[config.mk]
export PLATFORM = sky130hd
export DESIGN_NAME = fact_bin2bcd
export DESIGN_NICKNAME = d
export VERILOG_FILES = /design/src/rtl/fact_pkg.sv /design/src/rtl/bcd_add3.sv /design/src/rtl/fact_bin2bcd.sv
export SDC_FILE = /design/constraint.sdc
export NUM_CORES = 1
export LEC_CHECK = 0
export ABC_AREA = 0
export BUFFER_PORTS_ARGS = -buffer_cell sky130_fd_sc_hd__buf_2
export CORE_MARGIN = 3
export CORE_UTILIZATION = 55
export DETAILED_ROUTE_END_ITERATION = 10
export GPL_TIMING_DRIVEN = 0
export PLACE_DENSITY = 0.85
export SLEW_MARGIN = 30
export SYNTH_ARGS = -nofsm -noshare
export SYNTH_HDL_FRONTEND = slang
export SYNTH_SLANG_ARGS = --single-unit
[constraint.sdc]
create_clock -name clk -period 2.3 [get_ports clk]
set_input_delay 0 -clock clk [delete_from_list [all_inputs] [get_ports clk]]
set_output_delay 0 -clock clk [all_outputs]
set_load 0.05 [all_outputs]
[src/rtl/fact_pkg.sv]
// Shared types and constants for the factorial
// readout path (binary-to-BCD conversion).
package fact_pkg;

    typedef enum logic [1:0] {
        IDLE  = 2'd0,
        SHIFT = 2'd1,
        FMT   = 2'd2,
        HOLD  = 2'd3
    } bcd_state_t;

    localparam logic [3:0] BCD_ADJ_THRESH = 4'd5;
    localparam logic [3:0] BCD_ADJ        = 4'd3;

    // Width needed to count 0..digits inclusive.
    function automatic int ndig_w(input int digits);
        return $clog2(digits + 1);
    endfunction

endpackage

[src/rtl/bcd_add3.sv]
// Per-digit double-dabble correction:
// digits of 5 or more get +3 before the shift.
module bcd_add3
    import fact_pkg::*;
(
    input  logic [3:0] d,
    output logic [3:0] q
);

    // Combinational add-3 correction.
    always_comb begin
        q = d;
        if (d >= BCD_ADJ_THRESH)
            q = d + BCD_ADJ;
    end

endmodule

[src/rtl/fact_bin2bcd.sv]
// Sequential double-dabble binary-to-BCD converter
// with valid/ready handshakes on both sides.
module fact_bin2bcd
    import fact_pkg::*;
#(
    parameter int BIN_W  = 32,
    parameter int DIGITS = 10
) (
    input  logic                        clk,
    input  logic                        rst_n,
    input  logic [BIN_W-1:0]            bin_i,
    input  logic                        bin_valid_i,
    output logic                        bin_ready_o,
    output logic [4*DIGITS-1:0]         bcd_o,
    output logic [ndig_w(DIGITS)-1:0]   ndigits_o,
    output logic                        bcd_valid_o,
    input  logic                        bcd_ready_i,
    output logic                        busy_o
);

    localparam int ACC_W = 4 * DIGITS;
    localparam int NDW   = ndig_w(DIGITS);
    localparam int CNT_W = (BIN_W > 1) ? $clog2(BIN_W) : 1;
    // log10(2) ~= 0.30103, rounded up to whole digits.
    localparam int MIN_DIGITS = (BIN_W * 30103 + 99999) / 100000;

    if (DIGITS < MIN_DIGITS) begin : g_chk
        $error("fact_bin2bcd: DIGITS too small for BIN_W");
    end

    localparam logic [CNT_W-1:0] LAST_CNT = CNT_W'(BIN_W - 1);

    bcd_state_t         state;
    logic [BIN_W-1:0]   shreg;
    logic [ACC_W-1:0]   acc;
    logic [ACC_W-1:0]   acc_adj;
    logic [CNT_W-1:0]   cnt;
    logic [NDW-1:0]     nd;

    for (genvar g = 0; g < DIGITS; g++) begin : g_adj
        bcd_add3 u_add3 (
            .d (acc[4*g +: 4]),
            .q (acc_adj[4*g +: 4])
        );
    end

    // Significant-digit count of the accumulator; zero reports one digit.
    always_comb begin
        nd = NDW'(1);
        for (int i = 0; i < DIGITS; i++) begin
            if (acc[4*i +: 4] != 4'd0)
                nd = NDW'(i + 1);
        end
    end

    assign bin_ready_o = (state == IDLE);
    assign busy_o      = (state != IDLE);

    // Conversion FSM with registered result outputs.
    always_ff @(posedge clk or negedge rst_n) begin
        if (!rst_n) begin
            state       <= IDLE;
            shreg       <= '0;
            acc         <= '0;
            cnt         <= '0;
            bcd_o       <= '0;
            ndigits_o   <= NDW'(1);
            bcd_valid_o <= 1'b0;
        end else begin
            unique case (state)
                IDLE: begin
                    if (bin_valid_i) begin
                        shreg <= bin_i;
                        acc   <= '0;
                        cnt   <= '0;
                        state <= SHIFT;
                    end
                end
                SHIFT: begin
                    acc   <= ACC_W'({acc_adj, shreg[BIN_W-1]});
                    shreg <= shreg << 1;
                    cnt   <= cnt + CNT_W'(1);
                    if (cnt == LAST_CNT)
                        state <= FMT;
                end
                FMT: begin
                    bcd_o       <= acc;
                    ndigits_o   <= nd;
                    bcd_valid_o <= 1'b1;
                    state       <= HOLD;
                end
                HOLD: begin
                    if (bcd_ready_i) begin
                        bcd_valid_o <= 1'b0;
                        state       <= IDLE;
                    end
                end
                default: state <= IDLE;
            endcase
        end
    end

endmodule

### Word level (Yosys, flattened, before mapping)

Cells that the tools add are included.

| storage, ports and cells | value |
|---|---|
| bits in registers | 124 |
| bits of input ports | 36 |
| output and inout bits | 47 |
| logic and storage cells | 82 |

| operators by class | value |
|---|---|
| $add $sub $neg | 11 |
| order comparisons | 10 |
| eq/ne operators | 7 |
| muxes and demuxes | 31 |
| reductions and logical operators | 16 |

Operators with widths:

| kind | count |
|---|---|
| $pmux W40 S2 | 1 |
| $pmux W32 S2 | 1 |
| $mux W4 | 15 |
| $ge A4 B3 Y1 const B | 10 |
| $mux W40 | 1 |
| $add A4 B2 Y4 const B | 9 |
| $reduce_bool A4 Y1 | 9 |
| $mux W32 | 1 |
| $mux W2 | 5 |
| $pmux W5 S2 | 1 |
| $pmux W2 S4 | 1 |
| $mux W3 | 2 |
| $ne A2 B2 Y1 const B | 3 |
| $reduce_bool A2 Y1 | 3 |
| $add A5 B1 Y5 const B | 1 |
| $eq A5 B5 Y1 const B | 1 |
| $mux W5 | 1 |
| $eq A2 B2 Y1 const B | 2 |
| $reduce_and A2 Y1 | 2 |
| $add A3 B2 Y3 const B | 1 |
| $reduce_and A3 Y1 | 1 |
| $eq A2 B1 Y1 const B | 1 |
| $logic_not A2 Y1 | 1 |
| $pmux W1 S2 | 1 |
| $mux W1 | 1 |

### Logic depth before layout (Yosys ltp)

| logic depth | value |
|---|---|
| word-level depth | 10 |
| gate-level depth with buffers | 8 |

### Cells and area by module

A second synthesis with hierarchy kept.

| second synthesis, totals | value |
|---|---|
| cells, all modules | 549 |
| area total of the unflattened synthesis | 6105.9 sq um |

Modules (own cells, without submodules):

| module | times used | cells an instance | area an instance (sq um) |
|---|---|---|---|
| fact_bin2bcd | 1 | 389 | 5092.4 |
| bcd_add3 | 10 | 16 | 101.3 |

### Worst setup path after synthesis

OpenSTA, ideal clock, no wires.

| path | value |
|---|---|
| path type | reg2reg |
| from | register state[0] |
| to | register acc[31] |
| setup time | 0.122 ns |
| data arrival time | 2.165 ns |
| slack | 0.013 ns |
| cell stages (with the launch flop) | 8 |
| period minus slack after synthesis | 2.287 ns |
| cells stage by stage | dfrtp_1 > inv_1 > ha_1 > inv_1 > nor2_1 > nor2_1 > buf_2 > a32o_1 |

| on the way | value |
|---|---|
| cells in the longest elaborated chain, start to end | 3 |
| elaborated cells on any way between the ends | 6 |

RTL lines:

| what | line | text |
|---|---|---|
| from (decl) | fact_bin2bcd.sv:33 | `bcd_state_t state;` |
| from (signal assigned) | fact_bin2bcd.sv:62 | `state <= IDLE;` |
| from (signal assigned) | fact_bin2bcd.sv:76 | `state <= SHIFT;` |
| from (signal assigned) | fact_bin2bcd.sv:84 | `state <= FMT;` |
| $logic_not A2 Y1 (*) | -- |  |
| via bin_ready_o | fact_bin2bcd.sv:13 | `output logic bin_ready_o,` |
| $ne A2 B2 Y1 (no line) / $reduce_bool A2 Y1 (equally long branches) | -- |  |
| $reduce_and A2 Y1 (no line) | -- |  |
| to (signal assigned) | fact_bin2bcd.sv:80 | `acc <= ACC_W'({acc_adj, shreg[BIN_W-1]});` |
| to (decl) | fact_bin2bcd.sv:35 | `logic [ACC_W-1:0] acc;` |

The timed path passes the listed nets; every way through them passes the cells marked *.
A chain may end at the register's enable or synchronous reset.

### Worst setup path in the final report

| path | value |
|---|---|
| from | register state[0] |
| to | register acc[33] |

| on the way | value |
|---|---|
| cells in the longest elaborated chain, start to end | 3 |
| elaborated cells on any way between the ends | 6 |

RTL lines:

| what | line | text |
|---|---|---|
| $eq A2 B1 Y1 / $logic_not A2 Y1 (equally long branches) | fact_bin2bcd.sv:70 | `unique case (state)` |
| $reduce_bool A2 Y1 (no line) / $ne A2 B2 Y1 (equally long branches) | -- |  |
| $reduce_and A2 Y1 (no line) | -- |  |

Several ways; a longest one is shown, not always the timed one.

==> reports/qor.txt <==
Mapped cell area -> 6280 um^2
Root Driver -> clkbuf_16
TritonCTS clock tree -> built
Highest fanout seen on the critical path -> 10
CTS max path bufs -> 2
Area share of the largest cell type after synthesis -> 0.490
Most used flip-flop cell after synthesis -> dfrtp_1
Cell count after synthesis -> 556
Internal reg-to-reg setup slack -> 0.16 ns
Gr busiest metal -> met2
RePlAce Congestion -> 0.794
Final Cycle Share -> 0.930
Clk Latency, worst-skew pair -> 0.42 ns
Setup TNS -> 0 ns
Area leader, netlist -> dfrtp_1
Nets -> 754
Max-cap viol count -> 0
Via count -> 5,117
Worst setup startpoint -> state[0]
Max Transition Viols Final -> 0
Final core utilization -> 0.707
Initial Util -> 0.572
Initial antenna violation count -> 0
Synth Area per Inst -> 11.3 um^2
Post-CTS Setup Inserts -> 0
Die height -> 113 um
Min cycle time layout -> 2.14 ns
Final setup vio count -> 0
Syn Nets -> 618
Top cells by area, synth -> dfrtp_1, mux2_2, o22ai_1, ha_1, a21oi_1
# fillers -> 759
Number of antenna cells inserted -> 0
Total GRT Usage -> 0.253
Final Hold Fails -> 0
Layout Skew -> 0.0114 ns
Worst hold-check path type -> primary input to asynchronous set/reset pin
Vias per cell -> 6.08
First-iteration detailed-routing DRC count -> 369
Worst Setup End Kind -> flip-flop
Outcome -> completed
Cts hold-fix bufs -> 34
Row cnt -> 38
Worst Reg2Reg Path Length in Cells -> 8
Max transition margin -> 0.628
Worst EP required -> 2.58 ns
CP Launch Type -> flip-flop
Number of warnings issued by yosys -> 0
RR Startpoint -> state[0]
Depth of the CTS H-tree -> 4
Detailed Place HPWL -> 10,000 um
WL/cell -> 18.4 um
Pwr per Cell Area -> 1220 nW/um^2
Die area -> 12,700 um^2
Largest net degree at the start of global routing -> 75
DRT Wirelength -> 15,500 um
First-pass detailed-route iteration total -> 4
Final routed DRC violation total -> 0
PortBufs -> 82
Io pins -> 83
Core area -> 11,000 um^2
CTS Buf Count -> 17
Critical path arrival -> 2.42 ns
Clk slew on worst S/H paths -> 0.05 ns
RSZ-0062 raised after global routing -> false
Peak supply drop -> 1.00 mV
First-pass GRT wire length -> 25,900 um
Sequential cell area fraction in the yosys report -> 0.494
Area grow syn2layout -> 23.5%
Clock net sink count -> 124
Yosys reg bits -> 124
Peak Freq -> 468 MHz
Resized cells post-CTS -> 0
M2 GR Usage -> 0.437
Post-DRT Antenna Nets -> 0
Die X -> 113 um
Setup Crit Path Kind -> flip-flop to flip-flop
Synth async-reset ratio -> 1.00
Measured slew at the worst slew-check pin -> 0.559 ns
Leak Pwr -> 3.64 nW
Share of layout cells above drive strength 1 -> 0.301
Number of synthesized flops with an enable pin -> 0
GRT met3 Usage -> 0.0599
Synth unique cells -> 41
Vias in the first global route -> 5,299
Reg2reg end -> acc[33]
Met1 Usage GRT -> 0.304
Remaining Overflow, GRT -> 0
-- synthesized netlist by cell type, drive strengths merged, types with 15 or more instances --
library cell and n:
nand2 19, a21oi 43, ha 26, clkbuf 15, o22ai 74, mux2 79
buf 20, dfrtp 123, o21ai 22, inv 30
-- layout by cell type, fill, tap and decap left out, types with 3 or more instances in the layout --
| cell | instances |
|---|---|
| ha_1 | 26 |
| nand2_1 | 19 |
| clkbuf_8 | 4 |
| a32o_1 | 10 |
| clkbuf_16 | 17 |
| o21ai_0 | 21 |
| a22o_1 | 6 |
| mux2i_1 | 3 |
| o31ai_1 | 10 |
| clkbuf_1 | 21 |
| xnor2_1 | 10 |
| xor2_1 | 9 |
| a21oi_1 | 43 |
| o32ai_1 | 9 |
| dlygate4sd3_1 | 34 |
| o22ai_1 | 74 |
| inv_1 | 30 |
| nor2_1 | 10 |
| mux2_2 | 79 |
| nand2b_1 | 10 |
| buf_2 | 99 |
| nor3b_1 | 5 |
| dfrtp_1 | 123 |
-- power breakdown --
| part | total (mW) | switching, mW | internal [mW] |
|---|---|---|---|
| Sequential | 3.13 | 0.452 | 2.68 |
| Clock | 2.35 | 0.884 | 1.47 |
| Combinational | 4.01 | 2.37 | 1.63 |
| Total | 9.49 | 3.71 | 5.78 |
-- worst max-delay path, stage by stage, from the launching register on --
cell and delay, ns:
dfrtp_1 0.41, inv_1 0.10, ha_1 0.28, nand2b_1 0.14, nand2_1 0.11, buf_2 0.24, buf_2 0.33, buf_4 0.26
o22ai_1 0.11
-- state kept, by name, indices dropped and copies added (netlist names) --
name and count:
bcd_o 40, cnt 5, acc 40, state 2
ndigits_o 4, bcd_valid_o 1, shreg 32
-- how the worst max path moves through the flow --
stage,end,slack [ns]
2_1_floorplan,acc[31],0.01
3_3_place_gp,shreg[24],-0.26
3_5_place_dp,acc[13],0.25
4_1_cts,acc[33],0.20
5_1_grt,acc[35],0.07
6_report,acc[33],0.16
-- cell type report --
class / count / area, um^2 / share of cell area
plain buffers: 35 / 161 / 0.0208
clock inverters: 2 / 10.0 / 0.00129
multi-input cells: 367 / 2910 / 0.374
well taps: 140 / 175 / 0.0226
repair buffers: 117 / 788 / 0.102
clock buffers: 27 / 503 / 0.0648
flip-flops and latches: 124 / 3100 / 0.400
inverters: 30 / 113 / 0.0145
-- metal layers --
layer	wire length (um)	up-vias
met2	8030	203
li1	-	2355
met1	6260	2531
met5	0	-
met3	938	28
met4	306	0
-- cells by family (layout without fill, tap and decap cells) --
kind of cell | count (synthesis) | count (layout) | share of synthesized area
adders and majority gates | 26 | 26 | 0.0518
xor gates and xnor gates | 19 | 19 | 0.0265
buffers and inverters | 65 | 211 | 0.0436
DFF | 124 | 124 | 0.494
muxes | 82 | 82 | 0.146
and+or+nand+nor | 57 | 57 | 0.0504
AOI/OAI and AO/OA | 183 | 183 | 0.188
-- metrics by stage --
step | instances | setup slack, ns | hold WS, ns | cell area [um^2] | power, mW
after floorplan | 556 | 0.0132 | -0.296 | 6280 | 6.00
after global placement | 778 | -0.259 | 0.221 | 6870 | 6.75
after detailed placement | 779 | 0.250 | -0.0660 | 6910 | 6.99
after CTS | 842 | 0.200 | 0.0858 | 7760 | 9.41
after global routing | 842 | 0.0699 | 0.114 | 7760 | 9.99
final | 842 | 0.162 | 0.0912 | 7760 | 9.49
(Power assumes the default switching activity.)
